File: config.mk
export PLATFORM = sky130hd
export DESIGN_NAME = predecode_ir
export DESIGN_NICKNAME = d
export VERILOG_FILES = /design/src/rtl/predecode_ir.sv
export SDC_FILE = /design/constraint.sdc
export NUM_CORES = 1
export LEC_CHECK = 0
export CAP_MARGIN = 0
export CORE_UTILIZATION = 41
export DETAILED_ROUTE_END_ITERATION = 7
export PLACE_DENSITY = 0.77
export SYNTH_ARGS = -nofsm -noshare
export SYNTH_HDL_FRONTEND = slang
export SYNTH_SLANG_ARGS = --single-unit
File: constraint.sdc
create_clock -name i_clk -period 1.54 [get_ports i_clk]
set_input_delay 0.231 -clock i_clk [delete_from_list [all_inputs] [get_ports i_clk]]
set_output_delay 0.231 -clock i_clk [all_outputs]
set_load 0.02 [all_outputs]
File: src/rtl/predecode_ir.sv
// Opcode predecode, instruction register and T-state counter for the 6502 core.
// PD samples the data latch every advancing cycle; IR loads on the fetch cycle or takes a forced BRK.
module predecode_ir #(
  parameter logic [7:0] RESET_OPCODE = 8'h00,
  parameter logic [2:0] T_MAX        = 3'd7
) (
  input  logic       i_clk,
  input  logic       i_reset,
  input  logic       i_clk_en,
  input  logic       i_rdy,
  input  logic [7:0] i_data,
  input  logic       i_last_cycle,
  input  logic       i_int_req,
  output logic [7:0] o_pd,
  output logic [7:0] o_ir,
  output logic [2:0] o_tstate,
  output logic       o_sync,
  output logic       o_pd_onebyte,
  output logic       o_ir_onebyte,
  output logic       o_forced_brk,
  output logic       o_pc_inc
);

  localparam logic [2:0] T_FETCH = 3'd1;
  localparam logic [2:0] T_FIRST = 3'd2;

  // Implied-operand opcodes: x8 always, xA except the immediate/zp-style x1A..x7A holes.
  function automatic logic is_onebyte(input logic [7:0] op);
    return (op[3:0] == 4'h8) ||
           ((op[3:0] == 4'hA) && (op[7] || !op[4]));
  endfunction

  logic adv;
  logic in_fetch;

  assign adv      = i_clk_en && i_rdy;
  assign in_fetch = (o_tstate == T_FETCH);

  // NOTE: every state register below is written with <= so all of them see the
  // pre-edge values of each other; blocking writes here would create ordering bugs.
  always_ff @(posedge i_clk) begin
    if (i_reset) begin
      o_pd         <= 8'h00;
      o_ir         <= RESET_OPCODE;
      o_tstate     <= T_FIRST;
      o_ir_onebyte <= 1'b0;
      o_forced_brk <= 1'b1;
    end else if (adv) begin
      o_pd <= i_data;
      if (in_fetch) begin
        o_tstate <= T_FIRST;
        if (i_int_req) begin
          o_ir         <= RESET_OPCODE;
          o_forced_brk <= 1'b1;
          o_ir_onebyte <= 1'b0;
        end else begin
          o_ir         <= i_data;
          o_forced_brk <= 1'b0;
          o_ir_onebyte <= is_onebyte(i_data);
        end
      end else if (i_last_cycle) begin
        o_tstate <= T_FETCH;
      end else if (o_tstate < T_MAX) begin
        o_tstate <= o_tstate + 3'd1;
      end
    end
  end

  // Fetch-cycle PC increment is suppressed when BRK is being injected.
  assign o_sync       = in_fetch;
  assign o_pd_onebyte = is_onebyte(o_pd);
  assign o_pc_inc     = in_fetch && !i_int_req;

endmodule

# Word-level counts from Yosys, hierarchy flattened
# Cells that the tools add are included.
[totals] word_cells=32 regBits=21 out_inout_bits=24 rom_bits=0 latchBits=0 mem_bits_rw=0 memories=0
[op_classes] mux=6 n_eq_ne=5 multipliers=0 magnitude_cmp=1 n_bitwise=0 n_reduce_logical=14 add_sub_neg=1 shift=0 div_mod_pow=0
[ops] operator="$eq 4x4->1 const B" n=4
[ops] operator="$mux 3" n=3
[ops] operator="$mux 8" n=1
[ops] operator="$logic_and 1x1->1" n=4
[ops] operator="$logic_or 1x1->1" n=4
[ops] operator="$reduce_and 2->1" n=2
[ops] operator="$add 3x1->3 const B" n=1
[ops] operator="$eq 3x1->1 const B" n=1
[ops] operator="$logic_not 1->1" n=3
[ops] operator="$lt 3x3->1 const B" n=1
[ops] operator="$reduce_bool 3->1" n=1
[ops] operator="$mux 1" n=2

# Longest topological paths before layout
# Gate-level depths: netlist (run 1).
[logic_depth] word_depth=5 depth_mapped=6 ltp_nobuf=5

# Worst setup path before layout (run 1)
# Ideal clock, no wire load.
[synth_path] kind="reg2out" startpoint="reg o_pd[7]" endpoint="out o_pd_onebyte" required_ps=1309 arrival_ps=1249 stages_incl_launch_ff=3 setup_slack_ps=60 cell_sequence="dfxtp_1 > nor2_1 > nor4b_1"
[synth_between] elab_chain_cells=3
[synth_rtl] item="start: declaration" line_no="14" rtl="output logic [7:0] o_pd,"
[synth_rtl] item="start signal: assignment" line_no="49" rtl="o_pd <= i_data;"
[synth_rtl] item="$logic_or 1x1->1" line_no="30" rtl="((op[3:0] == 4'hA) && (op[7] || !op[4]));"
[synth_rtl] item="$logic_and 1x1->1" line_no="30"
[synth_rtl] item="$logic_or 1x1->1" line_no="29" rtl="return (op[3:0] == 4'h8) ||"
[synth_rtl] item="end: declaration" line_no="18" rtl="output logic o_pd_onebyte,"
# Every way passes these cells.

# Worst setup path after layout (run 1)
[layout_path] startpoint="reg o_ir[4]" endpoint="out o_ir[4]"
[layout_lines] item="start: declaration" line_no="15" rtl="output logic [7:0] o_ir,"
[layout_lines] item="start signal: assignment" line_no="57" rtl="o_ir <= i_data;"
# No word-level cell between the ends.

==> metrics list, run 1 <==
- Outcome: completed
- At the end of routability-driven placement, the weighted congestion stood at 0.761.
- The mapped netlist covers 917 um2.
* WL/cell: 13.4 um
* Die Area: 2430 um2
- After detailed routing, the number of remaining DRC violations is 0.
- Combined buffer and inverter count along the critical path: 1
- Buffers placed on the I/O ports in this run total 37.
* CTS Root Cell: clkbuf_4
- Synthesized area divided by synthesized cell count: 8.26 um2
* Growth of design area from synthesis to finish: 61.1%
* Max-slew violation count: 0
* Syn_nets: 127
* Cell area power density: 686 nW/um2
- The min-delay analysis places its worst path in the category reg2reg.
- Drt initial violations: 20
- Leading cell types in the layout, fill and taps excluded: nand2_1, clkdlybuf4s50_1, dfxtp_1, buf_4, a21oi_1
- After clock tree synthesis, the clock-pin slew on the worst setup and hold paths is 0.12 ns.
* Clock tree from TritonCTS: built
- Worst supply voltage drop on vdd: 559 uV
- Entering global routing, the biggest net connects 13 pins.
- Synth cell types: 25
- The signal on the critical path passes through clkdlybuf4s50_1.
- In the final design database the tool counted 180 nets.
* Detail-routed via count per cell: 5.21
* Leading cell type in the layout, fill and taps excluded: nand2_1
- Antenna viol nets, final: 0
- Post-route setup slack: 0.0559 ns
* Max Clock Skew: 0.0116 ns
- The clock passes through at most 2 buffers.
- Max-cap violations in this run came to 0.
- Estimated wirelength of the detail-placed design: 1.86 mm
- Via count: 989
* Slew @ Worst Pin: 0.379 ns
- Critical path start-end classification: reg2out
- The worst setup path is captured at an output pin.
- Skew-Pair Late Insertion Delay: 0.30 ns
* Number of cells produced by synthesis: 111
* Ant diodes: 0
* Final WL: 2.55 mm
- Registers take 423 um2.
- In this run the standard cell core region covers 2020 um2.
* Antenna violations before repair: 0
- Setup violations, final: 0
* Post-place setup slack: -0.123 ns
- Of the cells placed in the final design, the portion with a size suffix greater than 1 is 0.202.
- Summed over all nets, wire length on met2 after detailed routing comes to 1.26 mm.
- For this block, wires on met1 add up to 1.04 mm.
- Global-route usage over all layers: 0.208
- Multi-input combinational cell area: 484 um2
- TritonCTS buffer count: 3
- Global-route wire length before repair: 3.90 mm
* Max Clock Freq: 674 MHz
- The cell family contributing the most delay on the critical path is buffers and inverters.
- The count of cells in the finished layout, fillers not included, comes to 190.
* Top-Level Pins: 38
- Counting every sink on the clock net gives 21.
* Min cycle time layout: 1.48 ns
* Critical path peak fanout: 2
- Of the available clock period, the critical path in the final layout requires 0.964.
* Layout fillers: 156
- Total design power: 1.01 mW
- After synthesis the netlist holds a flip-flop and latch count of 21.
- CTS built an H-tree with a depth of 1.
* Met3 wire length: 220 um
* DIE HEIGHT: 49.3 um
- Die X-Extent: 49.3 um
- Largest stage delay, worst path: 0.60 ns
- Initial Util: 0.454
- The worst setup path is launched from a flip-flop.
- Data required time of the worst path: 1.31 ns
- The first TritonRoute pass finished after 4 iterations.
- Cell with the largest stage delay on the worst path: clkdlybuf4s50_1
- Inst Count DP: 182
- Vias in the first global route: 940
* Static Leak: 0.715 nW
- CP Data Arrival Time: 1.25 ns
* Warnings from Yosys: 0
* Sequential fraction of the synthesis area: 0.458
* Total gr overflow: 0
- Highest Signal Layer: met4
- Measured against its own limit, the worst slew margin works out to 0.747.
* Number of rows created at floorplan: 16
- Number of endpoints with negative hold slack in the final report: 0
- For this run, the share of the core covered by cells in the final layout is 0.731.
synth_stat cells:
master    number  area (um2)
nand2_1       31         116
dfxtp_1       21         420
a21oi_1       17        85.1
nand3b_1      11        82.6
clkbuf_1       3        11.3
buf_4          2        15.0
ha_1           2        25.0
inv_1          2        7.51
nand2b_1       2        12.5
nand3_1        2        10.0
nor2_1         2        7.51
nor4b_1        2        17.5
o21ai_1        2        10.0
a21bo_2        1        10.0
a21o_1         1        7.51
a221o_1        1        10.0
a22oi_1        1        7.51
a31oi_1        1        6.26
and2_1         1        6.26
and4b_1        1        10.0
buf_2          1        5.00
nand4b_2       1        15.0
nor2b_2        1        8.76
nor3_1         1        5.00
o21ai_0        1        5.00
tightest hold or removal path, cell delays in order (launching register included):
cell and delay (ns):
dfxtp_1 0.33, nand2_1 0.05, a21oi_1 0.05
path summary, 6_finish.rpt:
check | startpoint | end | slack (ns) | cells past startpoint
hold / removal | o_pd[6] | o_pd[6] | 0.46 | 2
hold reg to reg | o_pd[6] | o_pd[6] | 0.46 | 2
setup reg to reg | o_tstate[1] | o_tstate[1] | 0.06 | 9
setup / recovery | o_ir[4] | o_ir[4] | 0.06 | 1
routing by layer:
layer / global-route usage / vias to the layer above
li1: - / 485
met1: 0.226 / 453
met2: 0.370 / 47
met3: 0.0467 / 4
met4: 0.113 / 0
met5: 0 / -
where the power goes:
part	switching (mW)	internal (mW)	total [mW]
logic	0.0917	0.0970	0.189
registers	0.00946	0.558	0.568
clock network	0.160	0.0965	0.257
total	0.261	0.752	1.01
flip-flops by register name, indices dropped and copies added, names as in the netlist:
| name | cells |
|---|---|
| o_ir | 8 |
| o_pd | 8 |
| o_tstate | 3 |
| o_forced_brk | 1 |
| o_ir_onebyte | 1 |
stage by stage:
stage          instance area, um2  setup TNS (ns)  hold slack [ns]
2_1_floorplan                 917               0            0.367
3_3_place_gp                 1390          -0.144            0.439
3_5_place_dp                 1390          -0.123            0.447
4_1_cts                      1430         -0.0857            0.464
5_1_grt                      1480        -0.00187            0.478
6_report                     1480               0            0.463
logic make-up (layout without fill, tap and decap cells):
logic type / count (synthesis) / in the layout / synth area share
buffers and inverters: 8 / 60 / 0.0423
AOI/OAI and AO/OA: 25 / 25 / 0.154
adders and majority gates: 2 / 2 / 0.0273
and+or+nand+nor: 55 / 55 / 0.318
DFF: 21 / 21 / 0.458
timing repair:
| action | 4_1_cts | 5_1_grt |
|---|---|---|
| endpoints found under the setup margin | 8 | 13 |
| hold buffers | 0 | 0 |
| setup buffers | 3 | 1 |
| resized for setup | 15 | 20 |
| pin swaps | 0 | 2 |
area by class of cell:
class                           instances  area share
Sequential cell                        21       0.286
Clock inverter                          1     0.00339
Tap cell                               27      0.0229
Multi-Input combinational cell         82       0.328
Clock buffer                            3      0.0152
Timing Repair Buffer                   54       0.340
Inverter                                2     0.00508
No activity file was read; power rests on OpenSTA's default activity.
==> run 2, diff against run 1 <==
--- a/config.mk
+++ b/config.mk
@@ -8,7 +8,7 @@
 export CAP_MARGIN = 0
 export CORE_UTILIZATION = 41
 export DETAILED_ROUTE_END_ITERATION = 7
-export PLACE_DENSITY = 0.77
+export PLACE_DENSITY = 0.74
 export SYNTH_ARGS = -nofsm -noshare
 export SYNTH_HDL_FRONTEND = slang
 export SYNTH_SLANG_ARGS = --single-unit
==> metrics list, run 2 (synthesized netlist as in run 1, its figures left out) <==
- Core area: 2020 um2 (unchanged)
- The sequential cell area in the final layout came to 422 um2 (was 423 um2).
- The classification of the worst-slack hold path is reg2reg (unchanged).
- The pin count of the biggest net entering global routing is 13 (unchanged).
- Global-route usage over all layers: 0.205 (was 0.208)
- CTS Root Cell: clkbuf_4 (unchanged)
- Multi-input combinational cell area: 458 um2 (was 484 um2)
- Ant diodes: 0 (unchanged)
- Global-route wire length before repair: 3.81 mm (was 3.90 mm)
- Count of hold-fix buffers inserted at cts: 0 (unchanged)
* Via count: 923 (was 989)
- Regs by FF count: o_ir x8, o_pd x8, o_tstate x3 (unchanged).
* Clock tree buffer depth: 2 (unchanged)
- The total detailed-routing wirelength was 2.24 mm (was 2.55 mm).
- The clock transition time at the flip-flop clock pins of the worst setup and hold paths came to 0.12 ns (about the same).
- The reported leakage power came to 0.634 nW (was 0.715 nW).
- Number of rows created at floorplan: 16 (unchanged)
- The type of destination of the critical path is an output pin (unchanged).
- The beginning of the worst register-to-register path is o_tstate[1] (unchanged).
- The per-cell via count in the routed design was 5.02 (was 5.21).
- Cells along the critical path: clkdlybuf4s50_1 (unchanged).
- Cell area power density: 718 nW/um2 (was 686 nW/um2)
- The final RePlAce weighted congestion came to 0.766 (was 0.761).
- The final count of negative-setup-slack endpoints is 0 (unchanged).
- Leading cell types in the layout, fill and taps excluded: nand2_1, clkdlybuf4s50_1, dfxtp_1, a21oi_1, buf_4 (was nand2_1, clkdlybuf4s50_1, dfxtp_1, buf_4, a21oi_1).
- The effective utilization at floorplan is 0.454 (unchanged).
- The first-iteration detailed-routing DRC count is 10 (was 20).
- The critical path data required time was 1.31 ns (about the same).
* Max Clock Freq: 670 MHz (was 674 MHz)
* Critical path peak fanout: 2 (unchanged)
* Endpoint of the worst-slack reg-to-reg timing path: o_ir[2] (was o_tstate[1])
- The most common library cell in the layout ignoring fill and taps is nand2_1 (unchanged).
- Setup repair after global routing left no endpoint under its margin.
- The number of antenna violations at the first check in global routing is 0 (unchanged).
- Startpoint Class: flip-flop (unchanged)
* Worst Hold Path EP: o_ir[5] (was o_pd[6])
- Count of cells along the worst register-to-register path: 6 (was 9)
- The quantity of I/O buffers inserted on ports came to 37 (unchanged).
* Launch instance of the worst min-delay path: o_ir[5] (was o_pd[6])
- Max Clock Skew: 0.00870 ns (was 0.0116 ns)
* Worst supply voltage drop on vdd: 446 uV (was 559 uV)
- The post-layout total power is 1.00 mW (was 1.01 mW).
* Clock tree from TritonCTS: built (unchanged)
- The remaining antenna violation count was 0 (unchanged).
- Max-slew violation count: 0 (unchanged)
- Slew @ Worst Pin: 0.418 ns (was 0.379 ns)
- Gate family responsible for the most delay along the worst path: buffers and inverters (unchanged)
- The total DRC errors in the routed layout came to 0 (unchanged).
- Die Area: 2430 um2 (unchanged)
* Number of nets in the layout: 174 (was 180)
- H-tree depth reported by CTS: 1 (unchanged)
- Post-route setup slack: 0.0476 ns (was 0.0559 ns)
- Number of instances on the worst hold path: 2 (unchanged)
- The top-level port count is 38 (unchanged).
- Critical path start-end classification: reg2out (unchanged)
- The critical path data arrival time came to 1.26 ns (was 1.25 ns).
* Vias in the first global route: 877 (was 940)
* Relative slew slack: 0.720 (was 0.747)
- The fraction of final layout cells sized beyond drive strength 1 is 0.140 (was 0.202).
- Detailed Routing Iterations Pass 1: 4 (unchanged)
- Min cycle time layout: 1.49 ns (was 1.48 ns)
- Estimated wirelength of the detail-placed design: 1.74 mm (was 1.86 mm)
* Post-place setup slack: -0.122 ns (was -0.123 ns)
- The buffer and inverter count on the worst path came to 1 (unchanged).
- Outcome: completed (unchanged).
- Number of endpoints with negative hold slack in the final report: 0 (unchanged)
* WL/cell: 12.2 um (was 13.4 um)
- Largest stage delay, worst path: 0.60 ns (about the same)
- The die width came to 49.3 um (unchanged).
* Layout fillers: 175 (was 156)
- The clock network latency to the later pin of the worst-skew pair is 0.30 ns (about the same).
- Register-to-register setup slack: 0.16 ns (was 0.06 ns)
- The residual overflow from global routing was 0 (unchanged).
- Number of maximum-capacitance violations: 0 (unchanged)
- Cell with the largest stage delay on the worst path: clkdlybuf4s50_1 (unchanged)
- The number of clock buffers inserted by TritonCTS came to 3 (unchanged).
- The number of sinks on the clock net came to 21 (unchanged).
- Final worst-path cycle share: 0.969 (was 0.964)
- DIE HEIGHT: 49.3 um (unchanged)
- Growth of design area from synthesis to finish: 52.1% (was 61.1%)
-- run 2: cell count changes in the layout (fill, tap and decap cells not counted), sizes merged --
cell / change
buf: -6
clkdlybuf4s50: +4
dlymetal6s2s: -4
-- run 2: how the worst max path moves through the flow --
stage	depth (start not counted)	to	from	slack (ns)
after floorplan	2	o_pd_onebyte	o_pd[7]	0.06
after global placement	3	o_pc_inc	i_int_req	-0.13
after detailed placement	3	o_pc_inc	i_int_req	-0.12
after CTS	4	o_pd_onebyte	o_pd[1]	0.002
after global routing	6	o_ir[0]	o_tstate[1]	0.002
final	1	o_forced_brk	o_forced_brk	0.05
-- run 2: area by class of cell --
type	instances	area share
multi-input combinational	82	0.328
timing repair buffer	48	0.320
sequential	21	0.302
tap	27	0.0242
clock buffer	3	0.0161
inverter	2	0.00538
clock inverter	1	0.00359
-- run 2: per-layer routing --
layer	vias up	part of all wire	track usage
li1	471	-	-
met5	-	0	0
met1	422	0.45	0.247
met2	28	0.49	0.361
met3	2	0.055	0.0343
met4	0	0.0062	0.0735
-- run 2: power breakdown --
part | leakage (nW) | switching, mW | internal (mW) | total (mW)
Sequential | 0.170 | 0.00801 | 0.558 | 0.566
Combinational | 0.446 | 0.0862 | 0.0886 | 0.175
Clock | 0.0177 | 0.165 | 0.0967 | 0.261
Total | 0.634 | 0.259 | 0.743 | 1.00
-- run 2: worst min-delay path, stage by stage (launching register included) --
cell and delay (ns):
dfxtp_1 0.33, nand2_1 0.05, a21oi_1 0.05
-- run 2: what timing repair did --
item / 4_1_cts / 5_1_grt
gates cloned: 0 / 0
gates resized for setup: 15 / 10
setup buffers: 0 / 0
pin swaps: 0 / 0
endpoints found under the setup margin: 8 / 9
-- run 2: stage by stage --
| step | utilization | instances | TNS (ns) | area (um2) | hold slack, ns |
|---|---|---|---|---|---|
| 2_1_floorplan | - | 111 | 0 | 917 | 0.367 |
| 3_5_place_dp | 0.679 | 180 | -0.122 | 1370 | 0.444 |
| 6_report | 0.690 | 184 | 0 | 1400 | 0.459 |
| 4_1_cts | 0.687 | 184 | 0 | 1390 | 0.462 |
| 5_1_grt | 0.690 | 184 | 0 | 1400 | 0.485 |
| 3_3_place_gp | 0.679 | 180 | -0.132 | 1370 | 0.440 |
